### src/rtl/cdb_rr_arbiter.sv
// Common-data-bus arbiter: N_CH EU result channels plus one max-priority channel,
// round-robin or fixed priority, with a registered output stage towards the ROB.
module cdb_rr_arbiter #(
    parameter int N_CH   = 4,
    parameter int DATA_W = 64,
    parameter int RR_EN  = 1
) (
    input  logic                      clk_i,
    input  logic                      rst_n_i,
    input  logic                      flush_i,
    input  logic                      max_prio_valid_i,
    input  logic [DATA_W-1:0]         max_prio_data_i,
    output logic                      max_prio_ready_o,
    input  logic [N_CH-1:0]           valid_i,
    input  logic [N_CH*DATA_W-1:0]    data_i,
    output logic [N_CH-1:0]           ready_o,
    output logic                      rob_valid_o,
    input  logic                      rob_ready_i,
    output logic [DATA_W-1:0]         rob_data_o,
    output logic                      served_max_prio_o,
    output logic [$clog2(N_CH)-1:0]   served_o
);

    localparam int IDX_W = (N_CH > 1) ? $clog2(N_CH) : 1;

    logic [IDX_W-1:0]  rr_ptr;
    logic [IDX_W-1:0]  scan_start;
    logic [IDX_W-1:0]  win_idx;
    logic              win_found;
    logic              free;
    logic              grant_en;
    logic              max_grant;
    logic              eu_grant;
    logic [DATA_W-1:0] win_data;

    // Pointer advance with explicit wrap so non-power-of-two N_CH works.
    function automatic logic [IDX_W-1:0] next_idx(input logic [IDX_W-1:0] idx);
        if (idx == IDX_W'(N_CH - 1))
            next_idx = '0;
        else
            next_idx = idx + 1'b1;
    endfunction

    // Cyclic first-set search starting at 'start'; returns {found, index}.
    function automatic logic [IDX_W:0] scan(input logic [N_CH-1:0]  req,
                                            input logic [IDX_W-1:0] start);
        logic [IDX_W:0]   cand;
        logic             found;
        logic [IDX_W-1:0] win;
        found = 1'b0;
        win   = '0;
        for (int i = 0; i < N_CH; i++) begin
            cand = {1'b0, start} + (IDX_W+1)'(i);
            if (cand >= (IDX_W+1)'(N_CH))
                cand = cand - (IDX_W+1)'(N_CH);
            if (!found && req[cand[IDX_W-1:0]]) begin
                found = 1'b1;
                win   = cand[IDX_W-1:0];
            end
        end
        return {found, win};
    endfunction

    assign free       = ~rob_valid_o | rob_ready_i;
    assign scan_start = (RR_EN != 0) ? rr_ptr : '0;

    always_comb begin
        grant_en             = rst_n_i & free & ~flush_i;
        {win_found, win_idx} = scan(valid_i, scan_start);
        max_grant            = grant_en & max_prio_valid_i;
        eu_grant             = grant_en & ~max_prio_valid_i & win_found;
        ready_o              = '0;
        if (eu_grant)
            ready_o[win_idx] = 1'b1;
        max_prio_ready_o     = max_grant;
        win_data             = data_i[win_idx*DATA_W +: DATA_W];
    end

    // Output register stage: breaks the EU-to-ROB path; reloads while draining.
    always_ff @(posedge clk_i or negedge rst_n_i) begin
        if (!rst_n_i) begin
            rob_valid_o       <= 1'b0;
            rob_data_o        <= '0;
            served_o          <= '0;
            served_max_prio_o <= 1'b0;
            rr_ptr            <= '0;
        end else if (flush_i) begin
            rob_valid_o <= 1'b0;
            rr_ptr      <= '0;
        end else if (free) begin
            if (max_grant) begin
                rob_valid_o       <= 1'b1;
                rob_data_o        <= max_prio_data_i;
                served_o          <= '0;
                served_max_prio_o <= 1'b1;
            end else if (eu_grant) begin
                rob_valid_o       <= 1'b1;
                rob_data_o        <= win_data;
                served_o          <= win_idx;
                served_max_prio_o <= 1'b0;
                if (RR_EN != 0)
                    rr_ptr <= next_idx(win_idx);
            end else begin
                rob_valid_o <= 1'b0;
            end
        end
    end

endmodule

### config.mk
export PLATFORM = sky130hd
export DESIGN_NAME = cdb_rr_arbiter
export DESIGN_NICKNAME = d
export VERILOG_FILES = /design/src/rtl/cdb_rr_arbiter.sv
export SDC_FILE = /design/constraint.sdc
export NUM_CORES = 1
export LEC_CHECK = 0
export ABC_CLOCK_PERIOD_IN_PS = 3800
export BUFFER_PORTS_ARGS = -buffer_cell sky130_fd_sc_hd__buf_2
export CORE_MARGIN = 10
export CORE_UTILIZATION = 25
export CTS_CLUSTER_DIAMETER = 100
export DETAILED_ROUTE_END_ITERATION = 10
export SYNTH_ARGS = -nofsm -noshare
export SYNTH_HDL_FRONTEND = slang
export SYNTH_SLANG_ARGS = --single-unit
### constraint.sdc
create_clock -name clk_i -period 3.8 [get_ports clk_i]
set_input_delay 0.57 -clock clk_i [delete_from_list [all_inputs] [get_ports clk_i]]
set_output_delay 0.57 -clock clk_i [all_outputs]
set_load 0.02 [all_outputs]
==> out/metrics.yaml, run 1 <==
global_routing:
  grt-ovfl-total: 0
  grt_max_degree: 71
  grt_pass1_wl_um: 32150
  grt_usage_pct: 15.37
  antenna_found_initial: 2
  grt_pass1_vias: 5664
run_status:
  run_status: "finished clean"
critical_path:
  crit_path_end_kind: "output port"
  critPathKind: "flip-flop to output port"
  cp_max_fo: 8
  crit_arrival_ns: 2.28
  startpoint_type: "flip-flop"
  worst_ep_required_time_ns: 3.23
synthesis:
  ys_ff_latch: 70
  synth-edff-count: 0
  yosysSeqAreaShare_pct: 34.61
  syn_inst: 473
  synthArstFlopShare_pct: 100.0
  synth_top_flop_cell: "dfrtp_1"
  yosys_warnings: 0
  synth_area_leader_cell: "dfrtp_1"
  yosysUniqueCellTypes: 29
  synth_common_cells: "mux2i_1 (129), dfrtp_1 (70), o21ai_1 (65)"
  synth_most_common_cell: "mux2i_1"
  ys_top_cells_by_area: "dfrtp_1 (35%), mux2i_1 (26%), mux2_2 (14%)"
  postSynthAreaPerCell_um2: 10.70
  synthesis.area_um2: 5061
  synth_top_area_share_pct: 34.61
  syn-num-nets: 806
floorplan:
  core_um2: 19720
  io_pins: 402
  initial_core_util_pct: 25.67
  die_h_um: 162.3
  placement_rows: 51
  die-area_um2: 26330
  die_x_um: 162.3
power_and_ir_drop:
  ir_drop_mv: 0.1772
  power_density_nw_per_um2: 413.1
  p_leak_nw: 3.799
sta:
  hold_ws_ns: 0.4356
  fin_crit_ns: 2.855
  slew_violations: 0
  finalSetupTns_ns: 0
  fmax_mhz: 350.3
  final_hold_viol_count: 0
  rsz0062_at_grt: "false"
  slew_headroom_pct: 39.10
  setup_viol: 0
  post-route-period-util_pct: 75.13
  clock_skew_ns: 0.004867
  tightest_slew_ns: 0.9135
detailed_routing:
  drc: 0
  via_per_inst: 4.671
  via_count: 5236
  wl_per_cell_um: 19.35
  drt-total-wl_um: 21690
  initialDrtViolationCount: 254
  postRouteAntennaNets: 0
  drtPass1Iterations: 4
clocking:
  hold_buffers: 0
  postCtsSetupBuffers: 0
  cts_buffers: 9
  cts.sinks: 70
  root_buffer: "clkbuf_16"
  clk_path_buf_depth: 2
  cts_tree: "done"
  cts_resized: 0
  htreeDepth: 3
  clk_pin_slew_ns: 0.06
  clock_latency_ns: 0.33
place:
  port_buffers: 401
  dpl.hpwl_um: 17800
  place.gp.congestion: 0.9375
worst_hold_path:
  hp-class: "input port to flip-flop"
layout:
  drive_gt1_share_pct: 57.78
  area_growth_pct: 50.31
  final_nets: 1183
run:
  drv_cap: 0
-- state kept, by name, summed over array words and instances (netlist names) --
name,flops
served_o,2
served_max_prio_o,1
rob_valid_o,1
rob_data_o,64
rr_ptr,2
-- cells by family after synthesis --
logic type                 synth area share [%]
AOI/OAI and AO/OA                         17.43
adders and majority gates                0.9889
buffers and inverters                     5.043
DFF                                       34.61
muxes                                     39.75
and+or+nand+nor                           2.176
-- power breakdown --
group / internal (mW) / leakage (nW) / total [mW] / switching (mW)
clock: 0.591 / 0.157 / 0.905 / 0.315
combinational: 0.566 / 2.80 / 1.24 / 0.679
sequential: 0.907 / 0.847 / 0.993 / 0.0855
total: 2.06 / 3.80 / 3.14 / 1.08
-- area by class of cell --
cell class / instances / area [um2]
repair buffers: 410 / 2115
diodes: 1 / 2.502
well taps: 265 / 331.6
clock buffers: 12 / 246.5
inverters: 3 / 11.26
fillers: 2017 / 12110
multi-input cells: 356 / 3079
flip-flops and latches: 70 / 1752
clock inverters: 4 / 70.07
-- cell usage in the layout (no fill, tap or decap) --
cell type    n
nand2_1      5
clkbuf_16    9
or4_1        1
bufinv_16    2
buf_2      400
nor3_2       1
clkinv_2     2
dfrtp_1     70
o21ai_1     65
nor3b_1      1
diode_2      1
clkbuf_8     1
or2_2        1
nand2b_1     1
o21ai_4      1
nand3b_1     1
nor2_1       3
a2bb2oi_4    1
and3b_1      1
a211oi_2     1
and2_1       4
mux2_2      64
a22oi_1     64
inv_1        3
mux2i_1    129
a21oi_1      4
and2_2       1
clkbuf_1     2
buf_12       3
a21o_1       2
ha_1         4
o21ai_0      1
buf_4        7
-- routing by layer --
metal | up-vias | global-route usage (%) | share of wire (%)
li1 | 2550 | - | -
met1 | 2415 | 16.82 | 39
met2 | 245 | 27.01 | 51
met3 | 24 | 5.763 | 8.4
met4 | 2 | 4.549 | 2.0
met5 | - | 0 | 0.060
-- through the flow --
step | cells | instance area, um2 | setup slack [ns] | utilization [%] | total power [mW]
2_1_floorplan | 473 | 5061 | 1.414 | - | 1.762
3_3_place_gp | 1104 | 7288 | 1.117 | 36.96 | 2.252
3_5_place_dp | 1104 | 7288 | 1.084 | 36.96 | 2.265
4_1_cts | 1120 | 7605 | 0.9038 | 38.57 | 3.201
5_1_grt | 1121 | 7607 | 0.7677 | 38.58 | 3.338
6_report | 1121 | 7607 | 0.9452 | 38.58 | 3.143
-- path summary, 6_finish.rpt --
check,start,endpoint,slack (ns),cells past startpoint
max in group asynchronous,rst_n_i,rob_data_o[18],2.74,2
hold reg to reg,served_max_prio_o,served_max_prio_o,0.48,1
setup / recovery,rr_ptr[1],ready_o[2],0.95,7
hold / removal,flush_i,rr_ptr[0],0.44,2
setup reg to reg,rr_ptr[1],rob_data_o[18],1.42,6
min in group asynchronous,rst_n_i,served_o[1],0.45,2
-- worst max-delay path: stages (launching register included) --
cell     delay, ns
dfrtp_1       0.46
mux2i_1       0.21
nor2_1        0.06
nor3_2        0.51
inv_1         0.18
ha_1          0.24
and2_1        0.13
buf_2         0.16
Power figures use the tool's default switching activity.
==> run 2: changes to the inputs <==
Settings changed: ABC_CLOCK_PERIOD_IN_PS 3800 to 2970.
Clock period 3.8 ns to 2.97 ns, I/O delays scaled along.
==> run 2 against run 1 <==
  * Via count is 2.3% higher
  * Clock skew hardly changed
  * Sequential cell count stayed put
  * Global-route usage is 0.42 points higher
  * Die area stayed put
  * Cell count is 0.80% higher
  * Power is 26% higher
  * First-iteration DRC count is 3.5% higher
  * Worst setup slack worse by 0.53 ns
  * Sequential share of layout area is 0.16 points lower
  * Cell area is 0.69% higher
  * Combinational power is 30% higher
==> out/metrics.yaml, run 2 (synthesis gave the netlist of run 1 again) <==
clocking:
  htreeDepth: 3  # unchanged
  clk_pin_slew_ns: 0.06  # about the same
  cts.sinks: 70  # unchanged
  root_buffer: "clkbuf_16"
  cts_buffers: 9  # unchanged
  clk_path_buf_depth: 2  # unchanged
  postCtsSetupBuffers: 0  # unchanged
  cts_resized: 0  # unchanged
  cts_tree: "done"
  clock_latency_ns: 0.33  # about the same
  hold_buffers: 0  # unchanged
global_routing:
  grt-ovfl-total: 0  # unchanged
  grt_pass1_vias: 5867  # +3.6%
  grt_max_degree: 71  # unchanged
  antenna_found_initial: 3  # +1
  grt_pass1_wl_um: 33200  # +3.3%
  grt_usage_pct: 15.79  # +0.42 points
detailed_routing:
  drc: 0  # unchanged
  drtPass1Iterations: 6  # +2
  via_count: 5355  # +2.3%
  drt-total-wl_um: 22070  # +1.8%
  initialDrtViolationCount: 263  # +3.5%
  via_per_inst: 4.739  # +1.5%
  postRouteAntennaNets: 0  # unchanged
  wl_per_cell_um: 19.53  # +0.94%
layout:
  drive_gt1_share_pct: 58.33  # +0.56 points
  final_cell_count_no_fill: 1130  # +0.80%
  top_regs: "rob_data_o (64), rr_ptr (2), served_o (2)"
  multi_input_area_um2: 3079  # unchanged
  fill_cells: 1962  # -2.7%
  layout_commonest_cell: "buf_2"
  area_growth_pct: 51.35
  largest_reg_flops: 64  # unchanged
  final_nets: 1192  # +0.76%
  final_cell_mix: "buf_2 (400), mux2i_1 (129), dfrtp_1 (70)"
  final_util_pct: 38.85  # +0.27 points
  final_cell_area_um2: 7660  # +0.69%
  regArea_um2: 1752  # unchanged
  regMostFlops: "rob_data_o"
floorplan:
  core_um2: 19720  # unchanged
  initial_core_util_pct: 25.67  # unchanged
  placement_rows: 51  # unchanged
  die_h_um: 162.3  # unchanged
  die-area_um2: 26330  # unchanged
  die_x_um: 162.3  # unchanged
  io_pins: 402  # unchanged
power_and_ir_drop:
  p_leak_nw: 3.837  # +1.0%
  power_density_nw_per_um2: 519.0  # +26%
  total_power_mw: 3.975  # +26%
  ir_drop_mv: 0.2310  # +30%
critical_path:
  cp_max_fo: 8  # unchanged
  crit_path_end_kind: "output port"
  cp_num_buf_inv: 3  # +1
  slowest_delay_ns: 0.48  # -0.03 ns
  crit_chain: "mux2i_1 -> nor2_1 -> nor3_2 -> buf_4 -> inv_1 -> ha_1 -> and2_1 -> buf_2"
  critPathKind: "flip-flop to output port"
  worst_ep_required_time_ns: 2.52  # -0.71 ns
  cpMaxStageDelayCell: "dfrtp_1"
  crit_arrival_ns: 2.11  # -0.17 ns
  startpoint_type: "flip-flop"
  crit_family: "flip-flops"
place:
  port_buffers: 401  # unchanged
  place.gp.congestion: 0.9422  # +0.50%
  dpl_cell_area_um2: 7356  # +0.93%
  dpl.hpwl_um: 18150  # +2.0%
  dp_cells: 1113  # +0.82%
sta:
  post-route-period-util_pct: 86.06
  fmax_mhz: 391.2
  slew_violations: 0  # unchanged
  final_hold_viol_count: 0  # unchanged
  finalSetupTns_ns: 0  # unchanged
  fin_crit_ns: 2.556
  clock_skew_ns: 0.005359  # +0.0004923 ns
  slew_headroom_pct: 38.61  # -0.49 points
  setup_viol: 0  # unchanged
  tightest_slew_ns: 0.9209  # +0.007372 ns
  rsz0062_at_grt: "false"
run:
  drv_cap: 0  # unchanged
run_status:
  run_status: "finished clean"
worst_hold_path:
  hp-class: "input port to flip-flop"
==> run 2: cell type report <==
cell class	instances	area share (%)
multi-input cells	356	40.20
repair buffers	419	28.49
flip-flops and latches	70	22.87
well taps	265	4.329
clock buffers	12	3.349
clock inverters	4	0.5880
inverters	3	0.1470
diodes	1	0.03267
==> run 2: worst paths after layout <==
| kind | start | to | slack [ns] | cells after the start |
|---|---|---|---|---|
| worst max-delay path | rr_ptr[1] | ready_o[2] | 0.41 | 8 |
| worst min-delay path | flush_i | rr_ptr[0] | 0.32 | 2 |
| worst max register to register | rr_ptr[1] | rob_data_o[11] | 0.71 | 8 |
| worst min register to register | served_max_prio_o | served_max_prio_o | 0.48 | 1 |
| max in group asynchronous | rst_n_i | rob_data_o[18] | 2.03 | 2 |
| min in group asynchronous | rst_n_i | rob_valid_o | 0.34 | 2 |
==> run 2: routing by layer <==
metal  track usage (%)  vias to the layer above  share of wire (%)
met4             5.087                        2                2.0
met2             28.06                      243                 51
met3             5.384                       27                8.3
li1                  -                     2577                  -
met1             17.20                     2506                 39
met5                 0                        -              0.082
==> run 2: power by group <==
group          internal [mW]  total (mW)  switching (mW)
Clock                  0.692        1.09           0.402
Combinational          0.738        1.61           0.872
Sequential              1.16        1.27           0.111
Total                   2.59        3.98            1.38
==> run 2: through the flow <==
step                hold slack (ns)  setup slack [ns]
finish                       0.3203            0.4140
global route                 0.3130            0.2446
CTS                          0.2936            0.3832
detailed placement           0.4732            0.5640
global placement             0.4586            0.6010
floorplan                    0.1499            0.8326
==> run 2: worst register-to-register path: cells and delay by family, from the launching register on <==
family | cells | cell delay [ns]
buf+inv | 2 | 0.60
mux | 2 | 0.36
flops | 1 | 0.46
simple gates | 2 | 0.23
compound gates | 2 | 0.53
==> run 3: changes to the inputs <==
Settings changed: REMOVE_ABC_BUFFERS set to 1.
==> run 3 against run 2 <==
  * Non-clock buffer count down 5
  * Critical path depth did not move
  * Combinational power about the same
  * Register-to-register slack better by 0.09 ns
  * Worst hold slack lost 0.0035 ns
  * Sequential share of layout area rose by 0.22 points
  * Global-route usage decreased by 1.1 points
  * Largest cell class unchanged
  * Highest routed layer is now met4
==> out/metrics.yaml, run 3 (synthesis gave the netlist of run 1 again) <==
detailed_routing:
  via_count: 5230  # -2.3%
  drt-total-wl_um: 20590  # -6.7%
  initialDrtViolationCount: 220  # -16%
  wl_per_cell_um: 18.32  # -6.2%
  drtPass1Iterations: 4  # -2
  via_per_inst: 4.653  # -1.8%
  postRouteAntennaNets: 0  # unchanged
  drc: 0  # unchanged
floorplan:
  die_x_um: 162.3  # unchanged
  die-area_um2: 26330  # unchanged
  placement_rows: 51  # unchanged
  initial_core_util_pct: 25.67  # unchanged
  die_h_um: 162.3  # unchanged
  core_um2: 19720  # unchanged
  io_pins: 402  # unchanged
clocking:
  clk_path_buf_depth: 2  # unchanged
  htreeDepth: 3  # unchanged
  cts_resized: 0  # unchanged
  cts_tree: "done"
  clock_latency_ns: 0.33  # about the same
  hold_buffers: 0  # unchanged
  postCtsSetupBuffers: 0  # unchanged
  clk_pin_slew_ns: 0.05  # about the same
  cts_buffers: 9  # unchanged
  cts.sinks: 70  # unchanged
  root_buffer: "clkbuf_16"
place:
  place_ws_ns: 0.5986  # +0.03463 ns
  dpl.hpwl_um: 17080  # -5.9%
  port_buffers: 401  # unchanged
  dp_cells: 1108  # -0.45%
  place.gp.congestion: 0.8565  # -9.1%
layout:
  final_nets: 1187  # -0.42%
  top_regs: "rob_data_o (64), rr_ptr (2), served_o (2)"
  largest_reg_flops: 64  # unchanged
  final_util_pct: 38.47  # -0.37 points
  regMostFlops: "rob_data_o"
  drive_gt1_share_pct: 57.99  # -0.34 points
  area_growth_pct: 49.89
  final_cell_count_no_fill: 1124  # -0.53%
  layout_commonest_cell: "buf_2"
  final_cell_mix: "buf_2 (400), mux2i_1 (129), dfrtp_1 (70)"
critical_path:
  cp_num_buf_inv: 3  # unchanged
  crit_chain: "mux2i_1 -> nor2_1 -> nor3_2 -> buf_4 -> inv_1 -> ha_1 -> and2_1 -> buf_2"
  critPathKind: "flip-flop to output port"
  cp.depth: 8  # unchanged
  cpMaxStageDelayCell: "dfrtp_1"
  rr_startpoint: "rob_valid_o"
  slowest_delay_ns: 0.48  # about the same
  cp_max_fo: 9  # +1
  crit_path_end_kind: "output port"
  startpoint_type: "flip-flop"
  ff2ff_path_depth: 8  # unchanged
  crit_start: "rr_ptr[1]"
  crit_arrival_ns: 2.05  # -0.06 ns
  crit_family: "flip-flops"
  worst_ep_required_time_ns: 2.52  # about the same
global_routing:
  met2_usage_pct: 25.48  # -2.6 points
  grt_use_met1_pct: 16.77  # -0.43 points
  grt_pass1_wl_um: 31250  # -5.9%
  grt_max_degree: 71  # unchanged
  met3_usage_pct: 4.904  # -0.48 points
  grt_usage_pct: 14.70  # -1.1 points
  grt-ovfl-total: 0  # unchanged
  antenna_found_initial: 2  # -1
  grt_busiest_layer: "met2"
  grt_pass1_vias: 5712  # -2.6%
power_and_ir_drop:
  comb_power_share_pct: 40.8  # +0.3 points
  ir_drop_mv: 0.2318  # +0.37%
  swShare_pct: 35.06  # +0.23 points
  netSwitchingPower_mw: 1.356  # -2.1%
  power_frac_seq_pct: 33.1  # +1.1 points
  power_density_nw_per_um2: 509.6  # -1.8%
  p_int_mw: 2.511  # -3.1%
  p_leak_nw: 3.793  # -1.1%
  power.share.clock_pct: 26.2  # -1.3 points
worst_hold_path:
  hp-start: "flush_i"
  hp-class: "input port to flip-flop"
  hold_path_depth: 2  # unchanged
sta:
  fmax_mhz: 401.4  # +2.6%
  clock_skew_ns: 0.006502  # +0.001143 ns
  fin_crit_ns: 2.492  # -0.06449 ns
  setup_viol: 0  # unchanged
  postLayoutSetupSlackWorst_ns: 0.4785  # +0.06449 ns
  slew_violations: 0  # unchanged
  post-route-period-util_pct: 83.89  # -2.2 points
  rsz0062_at_grt: "false"
  final_hold_viol_count: 0  # unchanged
  slew_headroom_pct: 41.08  # +2.5 points
  tightest_slew_ns: 0.8838  # -0.03706 ns
run_status:
  run_status: "finished clean"
run:
  drv_cap: 0  # unchanged
## run 3: cell count changes in the layout (fill, tap and decap cells not counted), sizes merged
| cell | delta |
|---|---|
| buf | -5 |
| clkinv | -2 |
| bufinv | -1 |
| clkbuf | +1 |
| diode | +1 |
## run 3: final cells by class
class,count,area [um2]
fillers,2017,12130
multi-input cells,356,3079
repair buffers,414,2132
flip-flops and latches,70,1752
well taps,265,331.6
clock buffers,13,270.3
inverters,3,11.26
clock inverters,1,5.005
diodes,2,5.005
## run 3: metal layers
| metal | routed length (um) | part of all wire, % | vias to the layer above |
|---|---|---|---|
| li1 | - | - | 2561 |
| met1 | 8169 | 40 | 2433 |
| met2 | 10520 | 51 | 224 |
| met3 | 1697 | 8.2 | 12 |
| met4 | 205 | 1.0 | 0 |
| met5 | 0 | 0 | - |
## run 3: final timing paths
check | endpoint | slack, ns
worst max-delay path | ready_o[2] | 0.48
worst min-delay path | rr_ptr[0] | 0.32
worst max register to register | served_o[0] | 0.80
worst min register to register | served_o[0] | 0.49
max in group asynchronous | rob_valid_o | 2.03
min in group asynchronous | rob_data_o[54] | 0.37
## run 3: power by group through the flow
stage	sequential, mW	combinational, mW	clock (mW)
floorplan	1.54	0.779	0
global placement	1.29	1.59	0
detailed placement	1.29	1.60	0
CTS	1.28	1.60	1.05
global route	1.30	1.72	1.09
finish	1.28	1.58	1.01
## run 3: worst reg2reg max path, delay by kind of cell, from the launching register on
kind,cells,cell delay [ns]
buffers and inverters,2,0.68
AND/OR/NAND/NOR,5,0.83
flip-flops,1,0.38
AO/OA/AOI/OAI,1,0.17
## run 3: through the flow
| stage | hold slack, ns | power, mW | cell area (um2) | setup TNS, ns |
|---|---|---|---|---|
| 5_1_grt | 0.3109 | 4.112 | 7584 | 0 |
| 4_1_cts | 0.3025 | 3.932 | 7581 | 0 |
| 6_report | 0.3169 | 3.866 | 7586 | 0 |
| 3_3_place_gp | 0.4658 | 2.872 | 7306 | 0 |
| 2_1_floorplan | 0.1499 | 2.321 | 4817 | -273.17 |
| 3_5_place_dp | 0.4830 | 2.891 | 7306 | 0 |
